**src/rtl/mm_pkg.sv**
```systemverilog
// Shared types and constants for the 2x2 matrix-multiply sequencer.
// The load-order enum fixes the byte positions inside the operand register file.
package mm_pkg;

  localparam int DW = 8;
  localparam int RW = 17;

  typedef enum logic [2:0] {
    ST_IDLE,
    ST_LOAD,
    ST_CLR,
    ST_FEED0,
    ST_FEED1,
    ST_WAIT,
    ST_EMIT
  } state_t;

  typedef enum logic [2:0] {
    LD_X00, LD_X01, LD_X10, LD_X11,
    LD_Y00, LD_Y01, LD_Y10, LD_Y11
  } ld_idx_t;

  function automatic logic [2:0] x_addr(input logic i, input logic k);
    return 3'(LD_X00) + {1'b0, i, k};
  endfunction

  function automatic logic [2:0] y_addr(input logic k, input logic j);
    return 3'(LD_Y00) + {1'b0, k, j};
  endfunction

endpackage

```
**src/rtl/mm_operand_rf.sv**
```systemverilog
// Eight-byte operand store: one load write port, combinational X[i][k] and Y[k][j] reads.
module mm_operand_rf
  import mm_pkg::*;
(
  input  logic          clk,
  input  logic          srst,
  input  logic          wr_en,
  input  logic [2:0]    wr_addr,
  input  logic [DW-1:0] wr_data,
  input  logic [1:0]    x_sel,
  input  logic [1:0]    y_sel,
  output logic [DW-1:0] x_data,
  output logic [DW-1:0] y_data
);

  logic [DW-1:0] byte_q [8];

  generate
    for (genvar gi = 0; gi < 8; gi++) begin : g_byte
      logic [DW-1:0] byte_reg;
      always_ff @(posedge clk) begin
        if (srst) begin
          byte_reg <= '0;
        end else if (wr_en && (wr_addr == 3'(gi))) begin
          byte_reg <= wr_data;
        end
      end
      assign byte_q[gi] = byte_reg;
    end
  endgenerate

  assign x_data = byte_q[x_addr(x_sel[1], x_sel[0])];
  assign y_data = byte_q[y_addr(y_sel[1], y_sel[0])];

endmodule

```
**src/rtl/matrix_mult_sequencer.sv**
```systemverilog
// Loads X and Y, drives the dot-product multiplier once per Z element and
// streams the four results out; every output is a register.
module matrix_mult_sequencer
  import mm_pkg::*;
#(
  parameter int TIMEOUT = 16,
  parameter int TW      = 5
) (
  input  logic                 CLK,
  input  logic                 RST,
  input  logic                 LD_VALID,
  output logic                 LD_READY,
  input  logic signed [DW-1:0] LD_DATA,
  output logic                 MM_NRST,
  output logic                 MM_START,
  output logic signed [DW-1:0] MM_A,
  output logic signed [DW-1:0] MM_B,
  input  logic signed [RW-1:0] MM_OUT,
  input  logic                 MM_STROBE,
  output logic                 RES_VALID,
  input  logic                 RES_READY,
  output logic signed [RW-1:0] RES_DATA,
  output logic [1:0]           RES_IDX,
  output logic                 BUSY,
  output logic                 DONE,
  output logic                 ERR
);

  state_t                state_reg, state_next;
  logic [2:0]            ld_cnt_reg, ld_cnt_next;
  logic [1:0]            idx_reg, idx_next;
  logic [TW-1:0]         wait_cnt_reg, wait_cnt_next;
  logic                  ld_ready_reg, ld_ready_next;
  logic                  mm_nrst_reg, mm_nrst_next;
  logic                  mm_start_reg, mm_start_next;
  logic signed [DW-1:0]  mm_a_reg, mm_a_next;
  logic signed [DW-1:0]  mm_b_reg, mm_b_next;
  logic                  res_valid_reg, res_valid_next;
  logic signed [RW-1:0]  res_data_reg, res_data_next;
  logic [1:0]            res_idx_reg, res_idx_next;
  logic                  busy_reg, busy_next;
  logic                  done_reg, done_next;
  logic                  err_reg, err_next;

  logic                  ld_fire;
  logic                  k_sel;
  logic [DW-1:0]         x_rd, y_rd;

  assign ld_fire = LD_VALID & ld_ready_reg;
  // Operands are fetched one cycle ahead: k=0 while heading into FEED0, k=1 into FEED1.
  assign k_sel   = (state_reg == ST_FEED0);

  mm_operand_rf u_rf (
    .clk     (CLK),
    .srst    (RST),
    .wr_en   (ld_fire),
    .wr_addr (ld_cnt_reg),
    .wr_data (LD_DATA),
    .x_sel   ({idx_reg[1], k_sel}),
    .y_sel   ({k_sel, idx_reg[0]}),
    .x_data  (x_rd),
    .y_data  (y_rd)
  );

  always_comb begin
    state_next     = state_reg;
    ld_cnt_next    = ld_cnt_reg;
    idx_next       = idx_reg;
    wait_cnt_next  = wait_cnt_reg;
    res_valid_next = res_valid_reg;
    res_data_next  = res_data_reg;
    res_idx_next   = res_idx_reg;
    err_next       = err_reg;
    done_next      = 1'b0;

    case (state_reg)
      ST_IDLE, ST_LOAD: begin
        if (ld_fire) begin
          ld_cnt_next = ld_cnt_reg + 3'd1;
          state_next  = ST_LOAD;
          if (state_reg == ST_IDLE) err_next = 1'b0;
          if (ld_cnt_reg == 3'd7) begin
            state_next = ST_CLR;
            idx_next   = 2'd0;
          end
        end
      end
      ST_CLR:   state_next = ST_FEED0;
      ST_FEED0: state_next = ST_FEED1;
      ST_FEED1: begin
        state_next    = ST_WAIT;
        wait_cnt_next = '0;
      end
      ST_WAIT: begin
        if (MM_STROBE) begin
          res_data_next  = MM_OUT;
          res_idx_next   = idx_reg;
          res_valid_next = 1'b1;
          state_next     = ST_EMIT;
        end else if (wait_cnt_reg == TW'(TIMEOUT - 1)) begin
          err_next   = 1'b1;
          state_next = ST_IDLE;
        end else begin
          wait_cnt_next = wait_cnt_reg + TW'(1);
        end
      end
      ST_EMIT: begin
        if (RES_READY) begin
          res_valid_next = 1'b0;
          if (idx_reg == 2'd3) begin
            done_next  = 1'b1;
            state_next = ST_IDLE;
          end else begin
            idx_next   = idx_reg + 2'd1;
            state_next = ST_CLR;
          end
        end
      end
      default: state_next = ST_IDLE;
    endcase

    // Registered outputs are decoded from the state being entered.
    ld_ready_next = (state_next == ST_IDLE) || (state_next == ST_LOAD);
    busy_next     = (state_next != ST_IDLE);
    mm_nrst_next  = (state_next != ST_CLR);
    mm_start_next = (state_next == ST_FEED0) || (state_next == ST_FEED1) ||
                    (state_next == ST_WAIT);
    mm_a_next     = '0;
    mm_b_next     = '0;
    if ((state_next == ST_FEED0) || (state_next == ST_FEED1)) begin
      mm_a_next = x_rd;
      mm_b_next = y_rd;
    end else if (state_next == ST_WAIT) begin
      mm_a_next = mm_a_reg;
      mm_b_next = mm_b_reg;
    end
  end

  always_ff @(posedge CLK) begin
    if (RST) begin
      state_reg     <= ST_IDLE;
      ld_cnt_reg    <= '0;
      idx_reg       <= '0;
      wait_cnt_reg  <= '0;
      ld_ready_reg  <= 1'b0;
      mm_nrst_reg   <= 1'b0;
      mm_start_reg  <= 1'b0;
      mm_a_reg      <= '0;
      mm_b_reg      <= '0;
      res_valid_reg <= 1'b0;
      res_data_reg  <= '0;
      res_idx_reg   <= '0;
      busy_reg      <= 1'b0;
      done_reg      <= 1'b0;
      err_reg       <= 1'b0;
    end else begin
      state_reg     <= state_next;
      ld_cnt_reg    <= ld_cnt_next;
      idx_reg       <= idx_next;
      wait_cnt_reg  <= wait_cnt_next;
      ld_ready_reg  <= ld_ready_next;
      mm_nrst_reg   <= mm_nrst_next;
      mm_start_reg  <= mm_start_next;
      mm_a_reg      <= mm_a_next;
      mm_b_reg      <= mm_b_next;
      res_valid_reg <= res_valid_next;
      res_data_reg  <= res_data_next;
      res_idx_reg   <= res_idx_next;
      busy_reg      <= busy_next;
      done_reg      <= done_next;
      err_reg       <= err_next;
    end
  end

  assign LD_READY  = ld_ready_reg;
  assign MM_NRST   = mm_nrst_reg;
  assign MM_START  = mm_start_reg;
  assign MM_A      = mm_a_reg;
  assign MM_B      = mm_b_reg;
  assign RES_VALID = res_valid_reg;
  assign RES_DATA  = res_data_reg;
  assign RES_IDX   = res_idx_reg;
  assign BUSY      = busy_reg;
  assign DONE      = done_reg;
  assign ERR       = err_reg;

endmodule

```
**config.mk**
```make
export PLATFORM = sky130hd
export DESIGN_NAME = matrix_mult_sequencer
export DESIGN_NICKNAME = d
export VERILOG_FILES = /design/src/rtl/mm_pkg.sv /design/src/rtl/mm_operand_rf.sv /design/src/rtl/matrix_mult_sequencer.sv
export SDC_FILE = /design/constraint.sdc
export NUM_CORES = 1
export LEC_CHECK = 0
export ABC_AREA = 1
export CORE_MARGIN = 2
export CORE_UTILIZATION = 57
export CTS_BUF_LIST = sky130_fd_sc_hd__clkbuf_2 sky130_fd_sc_hd__clkbuf_4 sky130_fd_sc_hd__clkbuf_8
export DETAILED_ROUTE_END_ITERATION = 6
export GPL_TIMING_DRIVEN = 0
export HOLD_SLACK_MARGIN = 0.05
export PLACE_DENSITY = 0.82
export SLEW_MARGIN = 5
export SYNTH_ARGS = -nofsm -noshare
export SYNTH_HDL_FRONTEND = slang
export SYNTH_HIERARCHICAL = 1
export SYNTH_SLANG_ARGS = --single-unit
```
**constraint.sdc**
```tcl
create_clock -name CLK -period 1.9 [get_ports CLK]
set_input_delay 0.38 -clock CLK [delete_from_list [all_inputs] [get_ports CLK]]
set_output_delay 0.38 -clock CLK [all_outputs]
set_load 0.01 [all_outputs]
```
==> run metrics <==
worst hold path type=reg2reg; Area contributors post-synth=dfxtp_1, nand2_1, nor2_1, nand3_1, a21oi_1; hold depth=2; initial core utilization=roughly 59%; NetSw=1.33 mW; Post-synth ARST share=0%; PortBufs=71; mean post-synth cell area=6.84 um^2; post-layout instance count excluding filler cells=1005; most common cell after layout, fill and taps aside=nand2_1; Critical Path End Type=flop; top-area cell type share of the netlist area=44.1%; Worst Path Required=2.22 ns; Yosys cell types=28; CTS tree=done; largest net degree at the start of global routing=17; Critical Path, Cell by Cell=clkdlybuf4s50_1, nand2_1, inv_1, nand2_1, inv_1, buf_2, nand3_1, nand2_1, nor2_1; fin. max-slew vios=0; Synth Warn #=6; Pleak=2.65 nW; # rows=35; Final Hold Viols=0; Critical-path top delay cell=clkdlybuf4s50_1; total power=5.40 mW; RR Endpoint=MM_A[7]$_SDFFE_PP0P_; register bit total from synthesis=119; Vert. Die Dim=101 um; number of H-tree levels=4; most frequent cells in the layout=nand2_1, nor2_1, dfxtp_1; Max clock buf depth=2; outcome=completed; initial antenna violation count=0; Worst Path Buf+Inv=4; RD Place Congestion=just under 0.9; clk root buf=clkbuf_8; P_int=about 4.1 mW; max reg flops=64; Worst-path clk slew=0.08 ns; Inserted Diodes=0; Mapped Cells=790; cell taking the most area after synthesis=dfxtp_1; GRT Total Usage=27.3%; P per Cell Area=805 nW/um^2; Final Critical Period=approximately 1.8 ns; via count=5350; Crit path top cell by count=nand2_1; CP max FO=10; VDD IR max=0.516 mV; Worst EP arrival=2.11 ns; Reg power frac=a little under half; combinational share of power=7.4%; Mapped Area=5400 um^2; clock sinks=around 120; Setup violations, final=0; DIE AREA=roughly 10000 um^2; Synth-to-Final Area Change=24.2%; worst r2r path cells=11; vias in the first global route=just under 5000; Slew @ Worst Pin=0.623 ns; final hold slack=0.456 ns; fin nets=between 900 and 1000; # Max-Cap Violations=0; Clock Latency Late Sink=~0.43 ns; register-to-register setup slack=between 0.1 and 0.15 ns; DRT iter0 DRCs=between 200 and 300; crit-path max cell delay=0.51 ns; R2R Path Start=state_reg[2]$_SDFF_PP0_; top_reg_cell synth=dfxtp_1; first-pass GRT wire length=around 22000 um; Overflow after GRT=0; final core occ=73.0%; worst hold path endpoint=ERR$_SDFFE_PP0P_; via/cell ratio=approximately 5.3; DP Wirelength=9840 um; hold_buf cts=0; Setup CP Type=in2reg; Worst slew margin=58.3%; Die X=101 um; TritonRoute pass-1 iters=5; CTS Buf Count=17; crit start category=input port; final wirelength=13600 um; io pins=72; switch share=24.6%; final worst path period share=94.2%; Core Box Area=9200 um^2; Fmax=between 0.5 and 0.6 GHz; Hold Startpoint=ERR$_SDFFE_PP0P_; Crit path depth=9; number of synthesized flops with an enable pin=0; DRT antenna net count=0; placed insts=972; wire per inst=13.5 um; RSZ-0062 raised after global routing=no; DRC viols=0; crit-path leading delay family=buffers and inverters; clock network fraction of total power=between 40% and 50%; Synth Net Count=slightly above 800; sequential area share after synthesis=between 40% and 50%; Clock Skew=0.0102 ns; share of layout cells above drive strength 1=between 8 and 9%
cell usage after synthesis, types with 2 or more instances:
library cell,number
a21oi_1,60
buf_1,6
buf_2,14
buf_4,3
buf_6,5
clkbuf_1,13
dfxtp_1,119
ha_1,5
inv_1,65
inv_2,4
nand2_1,190
nand2_2,2
nand2_4,2
nand3_1,94
nand4_1,3
nor2_1,152
nor2_2,3
nor2_4,3
nor3_1,2
o211ai_1,16
o21ai_0,21
or2_0,2
how the worst max path moves through the flow:
stage / from / to
after CTS: state_reg[2]$_SDFF_PP0_ / MM_B[6]$_SDFFE_PP0P_
final: LD_VALID / u_rf/g_byte[5].byte_reg[4]$_SDFFE_PP0P_
after global placement: LD_VALID / u_rf/g_byte[6].byte_reg[3]$_SDFFE_PP0P_
after global routing: LD_VALID / u_rf/g_byte[6].byte_reg[6]$_SDFFE_PP0P_
after floorplan: wait_cnt_reg[0]$_SDFFE_PP0P_ / wait_cnt_reg[0]$_SDFFE_PP0P_
after detailed placement: LD_VALID / u_rf/g_byte[5].byte_reg[4]$_SDFFE_PP0P_
logic make-up after synthesis:
kind of cell | share of synthesized area [%]
AO/OA/AOI/OAI | 9.89
AND/OR/NAND/NOR | 35.8
flip-flops | 44.1
XOR/XNOR | 0.162
adder cells (fa/ha/maj) | 1.16
buffers and inverters | 8.87
worst reg2reg max path: cells and delay by family, from the launching register on:
kind | cells | cell delay, ns
buffers and inverters | 5 | 0.70
and+or+nand+nor | 4 | 0.44
DFF | 1 | 0.33
AOI/OAI and AO/OA | 2 | 0.19
final cells by class:
class                   count  area (um^2)
multi-input cells         561         2550
clock inverters            13          170
inverters                  69          262
clock buffers              19          262
fillers                   745         2490
plain buffers              41          229
repair buffers             72          718
well taps                 111          139
flip-flops and latches    119         2380
layer usage:
layer | up-vias | track usage [%] | part of all wire (%) | wire length [um]
met5 | - | 0 | 0 | 0
met4 | 0 | 11.7 | 1.8 | 240
met3 | 22 | 5.59 | 6.9 | 941
met2 | 193 | 45.1 | 48 | 6460
met1 | 2436 | 34.9 | 44 | 5910
li1 | 2699 | - | - | -
power groups by stage:
stage | clock (mW) | combinational [mW] | sequential [mW]
after floorplan | 0 | 0.244 | 2.62
after global placement | 0 | 0.381 | 2.62
after detailed placement | 0 | 0.391 | 2.62
after CTS | 2.47 | 0.394 | 2.57
after global routing | 2.58 | 0.446 | 2.57
final | 2.43 | 0.400 | 2.57
metrics by stage:
step / setup WS (ns) / TNS (ns) / instance area [um^2]
after CTS: 0.0358 / 0 / 6690
after floorplan: 0.323 / 0 / 5400
after global placement: -0.187 / -8.99 / 6250
final: 0.110 / 0 / 6710
after detailed placement: -0.268 / -12.09 / 6250
after global routing: 0.00245 / 0 / 6710
timing repair:
action / in CTS / in global routing
endpoints found under the setup margin: 12 / 17
resized for setup: 3 / 9
pin swaps: 0 / 0
buffers inserted: 0 / 1
(Power assumes the default switching activity.)
